$ cat config.mk
export PLATFORM = sky130hd
export DESIGN_NAME = udp_seq_bank
export DESIGN_NICKNAME = d
export VERILOG_FILES = /design/src/rtl/udp_seq_bank.sv
export SDC_FILE = /design/constraint.sdc
export NUM_CORES = 1
export LEC_CHECK = 0
export CAP_MARGIN = 20
export CORE_UTILIZATION = 47
export CTS_CLUSTER_DIAMETER = 120
export DETAILED_ROUTE_END_ITERATION = 8
export PLACE_DENSITY_LB_ADDON = 0.12
export SYNTH_ARGS = -nofsm -noshare
export SYNTH_HDL_FRONTEND = slang
export SYNTH_SLANG_ARGS = --single-unit
$ cat constraint.sdc
create_clock -name clk -period 1.4 [get_ports clk]
set_clock_uncertainty 0.05 [all_clocks]
set_input_delay 0.28 -clock clk [delete_from_list [all_inputs] [get_ports clk]]
set_output_delay 0.28 -clock clk [all_outputs]
set_load 0.005 [all_outputs]
$ cat src/rtl/udp_seq_bank.sv
`default_nettype none
// ============================================================================
// Module      : udp_seq_bank
// Description : Bank of CH run-time programmable primitives. Each channel
//               looks up its N_IN inputs in a truth table to produce a
//               registered output. In sequential mode the channel's current
//               output is used as an extra, most-significant table index bit,
//               which gives UDP-style state behaviour. Tables are reloaded
//               one channel at a time through a valid/ready config port.
//
// Ports       : clk        rising-edge clock
//               rst        synchronous active-high reset
//               in_data    channel c inputs at [c*N_IN +: N_IN]
//               en         per-channel evaluate enable
//               mode_seq   per-channel mode (0 = comb, 1 = sequential)
//               cfg_valid  config request
//               cfg_ready  config port can accept
//               cfg_ch     target channel of the config request
//               cfg_tbl    new truth table for that channel
//               cfg_err    one-cycle pulse: request for a channel >= CH
//               out        registered channel outputs
//               out_chg    one-cycle pulse: out[c] changed on the last edge
//
// Revision    : 1.0 - initial release
// ============================================================================
module udp_seq_bank #(
    parameter int                              N_IN     = 2,
    parameter int                              CH       = 4,
    parameter logic [(2**(N_IN+1))-1:0]        TBL_INIT = 'h08
) (
    input  logic                        clk,
    input  logic                        rst,
    input  logic [CH*N_IN-1:0]          in_data,
    input  logic [CH-1:0]               en,
    input  logic [CH-1:0]               mode_seq,
    input  logic                        cfg_valid,
    output logic                        cfg_ready,
    input  logic [3:0]                  cfg_ch,
    input  logic [(2**(N_IN+1))-1:0]    cfg_tbl,
    output logic                        cfg_err,
    output logic [CH-1:0]               out,
    output logic [CH-1:0]               out_chg
);

    localparam int TBL_W = 2**(N_IN+1);

    // ------------------------------------------------------------------
    // Config FSM state encoding
    // ------------------------------------------------------------------
    typedef enum logic [0:0] {
        ST_IDLE   = 1'b0,
        ST_COMMIT = 1'b1
    } state_t;

    state_t             r_state;
    logic               r_ready;
    logic               r_err;
    logic [3:0]         r_ch;
    logic [TBL_W-1:0]   r_new_tbl;

    logic [TBL_W-1:0]   r_tbl [CH];
    logic [CH-1:0]      r_out;
    logic [CH-1:0]      r_chg;

    // ------------------------------------------------------------------
    // Per-channel lookup
    // ------------------------------------------------------------------
    logic [N_IN:0]      w_idx [CH];
    logic [CH-1:0]      w_next;
    logic [CH-1:0]      w_frz;
    logic               w_ch_ok;

    // cfg_ch is 4 bits while CH can be 16, so compare one bit wider.
    assign w_ch_ok = ({1'b0, cfg_ch} < 5'(CH));

    generate
        for (genvar c = 0; c < CH; c++) begin : g_ch
            // In comb mode the state bit is forced to 0 so only the lower
            // half of the table is used.
            assign w_idx[c]  = {mode_seq[c] & r_out[c], in_data[c*N_IN +: N_IN]};
            assign w_next[c] = r_tbl[c][w_idx[c]];
            // The channel being committed holds its output for that cycle;
            // it sees the new table only from the following edge.
            assign w_frz[c]  = (r_state == ST_COMMIT) && (r_ch == 4'(c));
        end
    endgenerate

    // ------------------------------------------------------------------
    // Sequential state: config FSM, tables and channel outputs
    // ------------------------------------------------------------------
    always_ff @(posedge clk) begin
        if (rst) begin
            r_state   <= ST_IDLE;
            r_ready   <= 1'b1;
            r_err     <= 1'b0;
            r_ch      <= 4'd0;
            r_new_tbl <= '0;
            r_out     <= '0;
            r_chg     <= '0;
            for (int c = 0; c < CH; c++) begin
                r_tbl[c] <= TBL_INIT;
            end
        end else begin
            r_err <= 1'b0;

            case (r_state)
                ST_IDLE: begin
                    if (cfg_valid && r_ready) begin
                        if (w_ch_ok) begin
                            r_ch      <= cfg_ch;
                            r_new_tbl <= cfg_tbl;
                            r_state   <= ST_COMMIT;
                            r_ready   <= 1'b0;
                        end else begin
                            r_err     <= 1'b1;
                        end
                    end
                end
                ST_COMMIT: begin
                    // Table write happens via the per-channel loop below.
                    r_state <= ST_IDLE;
                    r_ready <= 1'b1;
                end
                default: begin
                    r_state <= ST_IDLE;
                    r_ready <= 1'b1;
                end
            endcase

            // Evaluation reads the old table on the commit edge; the frozen
            // channel is exactly the one being written, so no channel ever
            // evaluates against a half-updated table.
            for (int c = 0; c < CH; c++) begin
                if (w_frz[c]) begin
                    r_tbl[c] <= r_new_tbl;
                end
                if (en[c] && !w_frz[c]) begin
                    r_out[c] <= w_next[c];
                    r_chg[c] <= w_next[c] ^ r_out[c];
                end else begin
                    r_chg[c] <= 1'b0;
                end
            end
        end
    end

    assign cfg_ready = r_ready;
    assign cfg_err   = r_err;
    assign out       = r_out;
    assign out_chg   = r_chg;

endmodule
`default_nettype wire
==> impl_metrics.json <==
{
  "place_hpwl_mm": 3.63,
  "tightest_slew_ns": 0.325,
  "peakVddDrop_mv": 0.615,
  "drt-wirelength-per-cell_um": 15.1,
  "die_width_um": 74.5,
  "yosysWarnings": 0,
  "setup_ws_ns": -0.172,
  "whs_ns": 0.472,
  "required_ns": 1.55,
  "arrival_ns": 1.72,
  "cts_tree": "yes",
  "hold_viol": 0,
  "overflow": 0,
  "grt_max_degree": 17,
  "syn-cell-area_mm2": 0.00247,
  "grt_pass1_wl_mm": 8.27,
  "die_y_um": 74.5,
  "worstHoldStart": "r_ch[3]$_SDFFE_PP0P_",
  "layout-drive-gt1-share_pct": 39.1,
  "max_slew_margin_pct": 78.3,
  "vias": 1927,
  "wl_met3_um": 206,
  "postCtsHoldBufs": 0,
  "synth.distinct_cells": 35,
  "dpl.cell_count": 352,
  "antenna_found_initial": 0,
  "place_congestion": 0.743,
  "r2r_end": "r_new_tbl[5]$_SDFFE_PP0P_",
  "grtUsageTotal_pct": 20.3,
  "netlist_instances": 218,
  "seq_area_frac_synth_pct": 57.6,
  "drtAntennaViolNets": 0,
  "grt_pass1_vias": 1786,
  "avgSynthCellArea_um2": 11.3,
  "crit_type": "reg2reg",
  "wirelength_mm": 5.64,
  "r2r_cells": 6,
  "finalSetupViolations": 41,
  "cp-end-kind": "register",
  "n_fill_cell": 386,
  "area_growth_pct": 47.4,
  "powerDensity_mw_per_mm2": 876,
  "total_power_mw": 3.18,
  "cts_buffer_depth": 2,
  "regArea_mm2": 0.00144,
  "fp.dieArea_mm2": 0.00554,
  "highest_layer": "met4",
  "critPathMaxFanout": 6,
  "p_leak_nw": 1.43,
  "min_to": "r_ch[3]$_SDFFE_PP0P_",
  "clock-sinks": 55,
  "wirelength_met1_mm": 2.42,
  "viasPerCell": 5.15,
  "wl_met2_mm": 2.98,
  "multi_input_area_mm2": 0.00125,
  "worst_skew_pair.late_latency_ns": 0.31,
  "start_util_pct": 48.6,
  "r2r_start": "r_state$_SDFF_PP0_",
  "violations": "setup timing",
  "slew_viol_final": 0,
  "cts_buffers": 5,
  "cts_root_buf": "clkbuf_8",
  "layout.nets": 334,
  "fp.coreArea_mm2": 0.00507,
  "hold_path_class": "reg2reg",
  "instances_no_fill": 374,
  "finalCriticalPeriod_ns": 1.57,
  "rsz0062_at_grt": "true",
  "fmax_ghz": 0.636,
  "synth.ff_latch_count": 55,
  "synth_fp_nets": 249,
  "cap_violations": 0,
  "port-buffer-count": 40,
  "drtIter0Drc": 69,
  "reg2reg_slack_ns": -0.17,
  "crit_path_start_kind": "register",
  "clk_pin_slew_ns": 0.10,
  "rows": 26,
  "dr.pass1.iters": 6,
  "ios": 41,
  "holdPathStages": 1,
  "htree_levels": 2,
  "period_share_pct": 112,
  "route.detailed.drc": 0,
  "outcome": "finished, violations left",
  "num_antenna_cells": 0
}
through the flow:
stage	cell area (um2)	util, %	worst slack, ns	TNS [ns]
after floorplan	2500	-	-0.110	-0.209
after global placement	3180	62.7	-0.615	-16.89
after detailed placement	3180	62.7	-0.628	-17.09
after CTS	3410	67.1	-0.146	-1.71
after global routing	3640	71.6	-0.247	-6.18
final	3640	71.6	-0.172	-4.12
synth_stat cells, drive strengths merged:
| cell | number | area, um2 |
|---|---|---|
| a21o | 2 | 15.0 |
| and4b | 3 | 30.0 |
| o21bai | 1 | 7.51 |
| a32o | 2 | 21.3 |
| nand3b | 5 | 37.5 |
| buf | 3 | 18.8 |
| edfxtp | 32 | 961 |
| o21ai | 2 | 10.0 |
| nand4 | 4 | 25.0 |
| nand2 | 29 | 109 |
| and4bb | 1 | 12.5 |
| a21oi | 14 | 70.1 |
| a2111oi | 6 | 83.8 |
| and2 | 28 | 175 |
| clkbuf | 4 | 15.0 |
| a211oi | 1 | 7.51 |
| nor2b | 6 | 37.5 |
| nor3b | 2 | 15.0 |
| nor2 | 10 | 37.5 |
| nor3 | 3 | 15.0 |
| and4 | 1 | 11.3 |
| nand4bb | 1 | 11.3 |
| nand2b | 3 | 18.8 |
| inv | 4 | 15.0 |
| nor4b | 1 | 15.0 |
| mux2 | 1 | 11.3 |
| nand3 | 4 | 20.0 |
| a22o | 1 | 8.76 |
| dfxtp | 23 | 460 |
| or3 | 5 | 31.3 |
| mux2i | 16 | 160 |
cell type report:
type,instances,share of cell area (%)
sequential,55,39.6
multi-input combinational,153,34.3
timing repair buffer,84,20.5
tap,70,2.41
clock buffer,6,2.27
inverter,4,0.482
clock inverter,2,0.310
cell usage in the layout (no fill, tap or decap), drive strengths merged, types with 4 or more instances in the layout:
cell type,instances
a2111oi,6
a21oi,14
and2,28
buf,44
clkbuf,6
clkdlybuf4s50,20
dfxtp,23
dlygate4sd2,17
edfxtp,32
inv,4
mux2i,16
nand2,29
nand3,4
nand3b,5
nand4,4
nor2,10
nor2b,6
or3,6
layer usage:
layer	global-route usage [%]	vias up
li1	-	961
met1	26.2	914
met2	34.1	48
met3	4.61	4
met4	6.08	0
met5	0	-
report_power, final:
group / internal [mW] / total, mW / switching (mW)
combinational: 0.262 / 0.482 / 0.220
clock: 0.396 / 0.901 / 0.505
sequential: 1.76 / 1.80 / 0.0379
critical path, cell delays in order, from the launching register on:
cell	delay, ns
dfxtp_2	0.35
buf_6	0.11
nand3b_1	0.19
buf_4	0.17
or3_4	0.44
nand2_2	0.10
a21oi_2	0.05
repair_timing:
item,CTS,global route
cloned,1,1
gates resized for setup,56,51
endpoints found under the hold margin,0,0
endpoints found under the setup margin,77,67
pin swaps,9,26
buffers inserted,7,6
worst max path at each step:
stage / from / endpoint / slack [ns] / depth (start not counted)
after global routing: r_tbl[3][4]$_SDFFCE_PN0P_ / out_chg[3]$_SDFF_PP0_ / -0.25 / 4
after CTS: r_tbl[3][4]$_SDFFCE_PN0P_ / out_chg[3]$_SDFF_PP0_ / -0.15 / 4
after global placement: in_data[6] / out_chg[3]$_SDFF_PP0_ / -0.61 / 5
after detailed placement: in_data[6] / out_chg[3]$_SDFF_PP0_ / -0.63 / 5
after floorplan: r_tbl[3][4]$_SDFFCE_PN0P_ / out_chg[3]$_SDFF_PP0_ / -0.11 / 4
final: r_state$_SDFF_PP0_ / r_new_tbl[5]$_SDFFE_PP0P_ / -0.17 / 6
cells by family after synthesis:
kind of cell	after synthesis	share of synthesized area, %
buffers and inverters	11	1.98
multiplexers	17	6.95
AND/OR/NAND/NOR	106	24.4
AO/OA/AOI/OAI	29	9.08
flip-flops	55	57.6
registers in the layout (all words and copies together), names as in the netlist:
signal	count
r_state	1
r_new_tbl	8
r_ch	4
out	4
out_chg	4
r_tbl	32
cfg_ready	1
cfg_err	1
Note: power is estimated with default switching activity, not from simulation.
